## src/rtl/tilelink_n_to_1.sv

```systemverilog
// tilelink_n_to_1: N-master to 1-slave TileLink-UL arbiter/mux.
// A channel: round-robin grant, locked for multi-beat Put bursts, one output register.
// D channel: responses steered back by the master-index bits prepended to source.
module tilelink_n_to_1 #(
  parameter int N     = 2,
  parameter int TL_DW = 32,
  parameter int TL_AW = 32,
  parameter int TL_RS = 4,
  parameter int TL_SZ = 4,
  localparam int MW   = $clog2(N),
  localparam int MB   = TL_DW / 8,
  localparam int SW   = TL_RS + MW
) (
  input  logic                  tilelink_clock_i,
  input  logic                  tilelink_reset_ni,
  // master-side A
  input  logic [N*3-1:0]        master_a_opcode,
  input  logic [N*3-1:0]        master_a_param,
  input  logic [N*TL_SZ-1:0]    master_a_size,
  input  logic [N*TL_RS-1:0]    master_a_source,
  input  logic [N*TL_AW-1:0]    master_a_address,
  input  logic [N*MB-1:0]       master_a_mask,
  input  logic [N*TL_DW-1:0]    master_a_data,
  input  logic [N-1:0]          master_a_corrupt,
  input  logic [N-1:0]          master_a_valid,
  output logic [N-1:0]          master_a_ready,
  // master-side D
  output logic [N*3-1:0]        master_d_opcode,
  output logic [N*2-1:0]        master_d_param,
  output logic [N*TL_SZ-1:0]    master_d_size,
  output logic [N*TL_RS-1:0]    master_d_source,
  output logic [N-1:0]          master_d_denied,
  output logic [N*TL_DW-1:0]    master_d_data,
  output logic [N-1:0]          master_d_corrupt,
  output logic [N-1:0]          master_d_valid,
  input  logic [N-1:0]          master_d_ready,
  // slave-side A
  output logic [2:0]            slave_a_opcode,
  output logic [2:0]            slave_a_param,
  output logic [TL_SZ-1:0]      slave_a_size,
  output logic [SW-1:0]         slave_a_source,
  output logic [TL_AW-1:0]      slave_a_address,
  output logic [MB-1:0]         slave_a_mask,
  output logic [TL_DW-1:0]      slave_a_data,
  output logic                  slave_a_corrupt,
  output logic                  slave_a_valid,
  input  logic                  slave_a_ready,
  // slave-side D
  input  logic [2:0]            slave_d_opcode,
  input  logic [1:0]            slave_d_param,
  input  logic [TL_SZ-1:0]      slave_d_size,
  input  logic [SW-1:0]         slave_d_source,
  input  logic                  slave_d_denied,
  input  logic [TL_DW-1:0]      slave_d_data,
  input  logic                  slave_d_corrupt,
  input  logic                  slave_d_valid,
  output logic                  slave_d_ready
);

  localparam int LOG_MB = $clog2(MB);
  localparam int CW     = 13;  // holds up to 4096-byte bursts at the narrowest bus

  typedef enum logic {IDLE, BURST} state_t;

  state_t          state_reg, state_next;
  logic [MW-1:0]   rr_reg, rr_next;
  logic [MW-1:0]   lock_reg, lock_next;
  logic [CW-1:0]   cnt_reg, cnt_next;

  logic            gnt_found;
  logic [MW-1:0]   gnt_idx;
  logic [MW-1:0]   gnt_inc;
  logic [MW-1:0]   scan_idx;
  logic            a_free;
  logic            fire;
  logic [CW-1:0]   sel_beats;

  // per-master views of the flattened A buses
  logic [2:0]       a_opcode  [N];
  logic [2:0]       a_param   [N];
  logic [TL_SZ-1:0] a_size    [N];
  logic [TL_RS-1:0] a_source  [N];
  logic [TL_AW-1:0] a_address [N];
  logic [MB-1:0]    a_mask    [N];
  logic [TL_DW-1:0] a_data    [N];

  logic [MW-1:0]    d_dest;
  logic [N-1:0]     d_hit;
  logic [N-1:0]     d_free;

  genvar gi;

  generate
    for (gi = 0; gi < N; gi++) begin : g_a_unpack
      assign a_opcode[gi]  = master_a_opcode[gi*3 +: 3];
      assign a_param[gi]   = master_a_param[gi*3 +: 3];
      assign a_size[gi]    = master_a_size[gi*TL_SZ +: TL_SZ];
      assign a_source[gi]  = master_a_source[gi*TL_RS +: TL_RS];
      assign a_address[gi] = master_a_address[gi*TL_AW +: TL_AW];
      assign a_mask[gi]    = master_a_mask[gi*MB +: MB];
      assign a_data[gi]    = master_a_data[gi*TL_DW +: TL_DW];
      assign master_a_ready[gi] = gnt_found & (gnt_idx == MW'(gi)) & a_free;
    end
  endgenerate

  assign a_free  = !slave_a_valid | slave_a_ready;
  assign fire    = gnt_found & master_a_valid[gnt_idx] & a_free;
  assign gnt_inc = (gnt_idx == MW'(N - 1)) ? '0 : gnt_idx + 1'b1;

  // Grant: locked master during a burst, otherwise first valid master from rr pointer
  always_comb begin
    gnt_found = 1'b0;
    gnt_idx   = '0;
    scan_idx  = '0;
    if (state_reg == BURST) begin
      gnt_found = 1'b1;
      gnt_idx   = lock_reg;
    end else begin
      for (int off = 0; off < N; off++) begin
        scan_idx = MW'((int'(rr_reg) + off) % N);
        if (!gnt_found && master_a_valid[scan_idx]) begin
          gnt_found = 1'b1;
          gnt_idx   = scan_idx;
        end
      end
    end
  end

  // Beat count of the granted message: multi-beat only for Put wider than the bus
  always_comb begin
    sel_beats = CW'(1);
    if ((a_opcode[gnt_idx] == 3'd0 || a_opcode[gnt_idx] == 3'd1) &&
        int'(a_size[gnt_idx]) > LOG_MB && int'(a_size[gnt_idx]) <= 12) begin
      sel_beats = CW'(1) << (int'(a_size[gnt_idx]) - LOG_MB);
    end
  end

  // Arbiter state register
  always_ff @(posedge tilelink_clock_i) begin
    if (!tilelink_reset_ni) begin
      state_reg <= IDLE;
      rr_reg    <= '0;
      lock_reg  <= '0;
      cnt_reg   <= '0;
    end else begin
      state_reg <= state_next;
      rr_reg    <= rr_next;
      lock_reg  <= lock_next;
      cnt_reg   <= cnt_next;
    end
  end

  // Arbiter next state: enter BURST on a multi-beat head, leave on its last beat
  always_comb begin
    state_next = state_reg;
    rr_next    = rr_reg;
    lock_next  = lock_reg;
    cnt_next   = cnt_reg;
    case (state_reg)
      IDLE: begin
        if (fire) begin
          if (sel_beats > CW'(1)) begin
            state_next = BURST;
            lock_next  = gnt_idx;
            cnt_next   = sel_beats - CW'(1);
          end else begin
            rr_next = gnt_inc;
          end
        end
      end
      BURST: begin
        if (fire) begin
          cnt_next = cnt_reg - CW'(1);
          if (cnt_reg == CW'(1)) begin
            state_next = IDLE;
            rr_next    = gnt_inc;
          end
        end
      end
      default: state_next = IDLE;
    endcase
  end

  // Slave A valid: set on a fire, cleared once the slave takes the beat
  always_ff @(posedge tilelink_clock_i) begin
    if (!tilelink_reset_ni) begin
      slave_a_valid <= 1'b0;
    end else if (fire) begin
      slave_a_valid <= 1'b1;
    end else if (slave_a_ready) begin
      slave_a_valid <= 1'b0;
    end
  end

  // Slave A payload: captured from the granted master, tagged with its index
  always_ff @(posedge tilelink_clock_i) begin
    if (fire) begin
      slave_a_opcode  <= a_opcode[gnt_idx];
      slave_a_param   <= a_param[gnt_idx];
      slave_a_size    <= a_size[gnt_idx];
      slave_a_source  <= {gnt_idx, a_source[gnt_idx]};
      slave_a_address <= a_address[gnt_idx];
      slave_a_mask    <= a_mask[gnt_idx];
      slave_a_data    <= a_data[gnt_idx];
      slave_a_corrupt <= master_a_corrupt[gnt_idx];
    end
  end

  assign d_dest = slave_d_source[SW-1:TL_RS];
  // An index with no matching master (non-power-of-two N) is accepted and dropped
  assign slave_d_ready = (|d_hit) ? |(d_hit & d_free) : 1'b1;

  generate
    for (gi = 0; gi < N; gi++) begin : g_d
      logic             valid_reg;
      logic [2:0]       opcode_reg;
      logic [1:0]       param_reg;
      logic [TL_SZ-1:0] size_reg;
      logic [TL_RS-1:0] source_reg;
      logic             denied_reg;
      logic [TL_DW-1:0] data_reg;
      logic             corrupt_reg;
      logic             load;

      assign d_hit[gi]  = (d_dest == MW'(gi));
      assign d_free[gi] = !valid_reg | master_d_ready[gi];
      assign load       = slave_d_valid & d_hit[gi] & d_free[gi];

      // Per-master D valid: loaded from the slave, drained by the master
      always_ff @(posedge tilelink_clock_i) begin
        if (!tilelink_reset_ni) begin
          valid_reg <= 1'b0;
        end else if (load) begin
          valid_reg <= 1'b1;
        end else if (master_d_ready[gi]) begin
          valid_reg <= 1'b0;
        end
      end

      // Per-master D payload, master index stripped from source
      always_ff @(posedge tilelink_clock_i) begin
        if (load) begin
          opcode_reg  <= slave_d_opcode;
          param_reg   <= slave_d_param;
          size_reg    <= slave_d_size;
          source_reg  <= slave_d_source[TL_RS-1:0];
          denied_reg  <= slave_d_denied;
          data_reg    <= slave_d_data;
          corrupt_reg <= slave_d_corrupt;
        end
      end

      assign master_d_valid[gi]                   = valid_reg;
      assign master_d_opcode[gi*3 +: 3]           = opcode_reg;
      assign master_d_param[gi*2 +: 2]            = param_reg;
      assign master_d_size[gi*TL_SZ +: TL_SZ]     = size_reg;
      assign master_d_source[gi*TL_RS +: TL_RS]   = source_reg;
      assign master_d_denied[gi]                  = denied_reg;
      assign master_d_data[gi*TL_DW +: TL_DW]     = data_reg;
      assign master_d_corrupt[gi]                 = corrupt_reg;
    end
  endgenerate

endmodule

```

## config.mk

```make
export PLATFORM = sky130hd
export DESIGN_NAME = tilelink_n_to_1
export DESIGN_NICKNAME = d
export VERILOG_FILES = /design/src/rtl/tilelink_n_to_1.sv
export SDC_FILE = /design/constraint.sdc
export NUM_CORES = 1
export LEC_CHECK = 0
export CORE_AREA = 2 2 157 159
export CTS_BUF_LIST = sky130_fd_sc_hd__clkbuf_4
export DETAILED_ROUTE_END_ITERATION = 12
export DIE_AREA = 0 0 159 161
export PLACE_DENSITY = 0.75
export SLEW_MARGIN = 20
export SYNTH_ARGS = -nofsm -noshare
export SYNTH_HDL_FRONTEND = slang
export SYNTH_SLANG_ARGS = --single-unit
```

## constraint.sdc

```tcl
create_clock -name tilelink_clock_i -period 4.3 [get_ports tilelink_clock_i]
set_input_delay 0.43 -clock tilelink_clock_i [delete_from_list [all_inputs] [get_ports tilelink_clock_i]]
set_output_delay 0.43 -clock tilelink_clock_i [all_outputs]
set_load 0.05 [all_outputs]
```

==> metrics.md <==
| Metric | Value |
|---|---|
| Status | `finished, final reports clean` |
| Vias | `7213` |
| DRC violations left | `0` |
| PortBufs | `405` |
| H-Tree Depth | `4` |
| Post-detail-place hpwl | `21200 um` |
| Net Switching | `2.10 mW` |
| Post-DRT Antenna Nets | `0` |
| Post-layout instance area | `0.0134 mm^2` |
| Peak VDD IR | `0.170 mV` |
| NumNets Final | `1378` |
| Most common cell after layout, fill and taps aside | `clkdlybuf4s50_1` |
| Most frequent cells in the layout | `clkdlybuf4s50_1 (404), nand2_1 (262), edfxtp_1 (178)` |
| Pre-CTS setup slack | `-0.0853 ns` |
| Critical path arrival | `4.42 ns` |
| Largest family of logic cells by synthesized area | `simple AND/OR/NAND/NOR gates` |
| Actual slew at the worst max-slew pin | `0.873 ns` |
| Register area share after synthesis | `66.1%` |
| Synth Net Count | `972` |
| HP Class | `in2reg` |
| Comb power frac | `36.8%` |
| GRT Overall Usage | `21.2%` |
| Critical path type | `reg2reg` |
| Fmax | `0.254 GHz` |
| Vias per cell | `4.84` |
| Simple-Gate Fraction of Synth Area | `18.1%` |
| Power share of the sequential group | `44.4%` |
| Final hold vios | `0` |
| Prevailing post-synth register cell | `edfxtp_1` |
| Synth Area in Compound Gates | `9.06%` |
| CTS tree | `built` |
| WL per Instance | `18.7 um` |
| Setup Buffers After CTS | `0` |
| Cts bufs inserted | `17` |
| Unrepaired setup endpoints after global routing | `no` |
| Setup violators final | `0` |
| Finished Core Util | `56.0%` |
| Yosys reg bits | `197` |
| Startpoint type of the worst setup path | `register` |
| Final worst slack | `0.359 ns` |
| Post-synthesis adder-cell area fraction | `0.723%` |
| Initial core utilization | `36.1%` |
| # Max-Cap Violations | `0` |
| CP required | `4.78 ns` |
| Worst setup EP type | `register` |
| Cell Area, Placed | `0.0131 mm^2` |
| IO Pins | `406` |
| Power share of the clock group | `18.8%` |
| Cell Pwr Density | `406 mW/mm^2` |
| Internal power | `3.35 mW` |
| Max clock buf depth | `2` |
| Crit path time final | `3.94 ns` |
| First-pass DRT Iterations | `5` |
| Area growth, synth to finish | `55.0%` |
| Die Footprint | `0.0256 mm^2` |
| EDFF count, synth | `178` |
| Clock Skews | `0.0288 ns` |
| Grt total ovfl | `0` |
| Post-Syn Instances | `745` |
| Die Ht | `161 um` |
| Asr flop ratio synth | `0%` |
| Cell Area, Synth | `0.00866 mm^2` |
| Area of the core | `0.0240 mm^2` |
| # rows | `57` |
| Fraction of layout cells with a size suffix above 1 | `8.51%` |
| Synth warn | `0` |
| Distinct cell type count after synthesis | `80` |
| Final setup TNS | `0 ns` |
| Clock-pin slew on the worst setup and hold paths | `0.20 ns` |
| Post-cts gate resize count | `0` |
| Placer Congestion | `0.892` |
| Net Sw Frac | `38.6%` |
| Final Slew Violations | `0` |
| Period utilization | `91.7%` |
| Mux share of post-synthesis cell area | `1.91%` |
| Hold buffer count at cts | `0` |
| Crit-path max FO | `11` |
| Vias in the first global route | `7057` |
| Root buffer cell | `clkbuf_4` |
| CTS sink count | `197` |
| Largest net degree at the start of global routing | `67` |
| Xor/xnor share of the synthesized area | `0.303%` |
| Mapped Avg Cell Area | `11.6 um^2` |
| Initial antenna violation count | `3` |
| Rel. slew slack | `41.8%` |
| Max FFs per register | `64` |
| Final wirelength | `27800 um` |
| Clock Latency Late Sink | `0.56 ns` |
| Global-route wire length before repair | `41400 um` |
| Leak pwr | `5.10 nW` |
| Initial DRC count | `550` |
| Die Wd | `159 um` |
==> kinds of logic after synthesis <==
logic type                 after synthesis
buffers and inverters                   63
xor gates and xnor gates                 3
DFF                                    197
adders and majority gates                5
and+or+nand+nor                        366
AOI/OAI and AO/OA                       97
muxes                                   14
==> area by class of cell <==
cell class                 count  area, um^2
antenna                        3        7.51
multi-input combinational    485        2620
fill                        2079       10500
inverter                      16        63.8
clock buffer                  17         128
timing repair buffer         434        4290
clock inverter                14         178
sequential                   197        5730
tap                          324         405
==> critical path, cell delays in order, from the launching register on <==
cell and delay, ns:
dfxtp_1 0.38, and2_1 0.21, a21oi_4 0.21, clkinv_2 0.09
mux2i_1 0.25, inv_1 0.07, ha_1 0.22, nor3_1 0.25
o211ai_1 0.20, o32ai_4 0.16, nand2_1 0.10, or3b_2 0.50
ha_1 0.22, nor2b_1 0.14, a32oi_1 0.17, buf_4 0.23
nand2_1 0.13, o32ai_1 0.33
==> path summary, 6_finish.rpt <==
| check | start | to | slack, ns | cells past startpoint |
|---|---|---|---|---|
| max | state_reg$_SDFF_PN0_ | cnt_reg[0]$_SDFFE_PN0P_ | 0.36 | 17 |
| min | slave_d_data[23] | g_d[1].data_reg[23]$_DFFE_PP_ | 0.43 | 1 |
| max reg2reg | state_reg$_SDFF_PN0_ | cnt_reg[0]$_SDFFE_PN0P_ | 0.36 | 17 |
| min reg2reg | cnt_reg[3]$_SDFFE_PN0P_ | cnt_reg[3]$_SDFFE_PN0P_ | 0.50 | 2 |
==> synthesized netlist by cell type (all sizes together) (3+ instances only) <==
master / n / area, um^2
o211ai: 5 / 37.5
o31ai: 6 / 45.0
nand3: 9 / 45.0
a2111oi: 3 / 38.8
a31o: 5 / 43.8
dfxtp: 19 / 380
inv: 15 / 56.3
or2: 3 / 18.8
mux2: 7 / 82.6
clkbuf: 27 / 111
nor4: 4 / 25.0
a21oi: 16 / 98.9
o21ai: 13 / 65.1
buf: 19 / 149
and3: 3 / 18.8
a211oi: 9 / 82.6
or3: 7 / 46.3
nor2: 33 / 134
nand2b: 13 / 83.8
ha: 5 / 62.6
edfxtp: 178 / 5350
o311ai: 3 / 43.8
nand2: 262 / 983
nor3: 14 / 70.1
nor2b: 7 / 46.3
a31oi: 10 / 62.6
a21o: 4 / 30.0
mux2i: 6 / 60.1
==> stage by stage <==
stage	hold WS (ns)	cells	power [mW]
2_1_floorplan	0.443	745	3.69
3_3_place_gp	0.469	1456	4.45
3_5_place_dp	0.470	1456	4.47
4_1_cts	0.365	1487	5.49
5_1_grt	0.350	1489	5.68
6_report	0.430	1490	5.45
==> power by group through the flow <==
stage	Clock (mW)	Sequential (mW)	Combinational (mW)
floorplan	0	3.07	0.622
global route	1.12	2.44	2.12
detailed placement	0	2.47	2.00
CTS	1.06	2.42	2.01
finish	1.02	2.42	2.00
global placement	0	2.46	1.99
==> routing by layer <==
metal	global-route usage (%)	vias up	part of all wire [%]
li1	-	3452	-
met1	25.2	3424	39
met2	38.9	308	53
met3	5.42	29	7.0
met4	4.30	0	1.2
met5	0	-	0
Power figures use the tool's default switching activity.
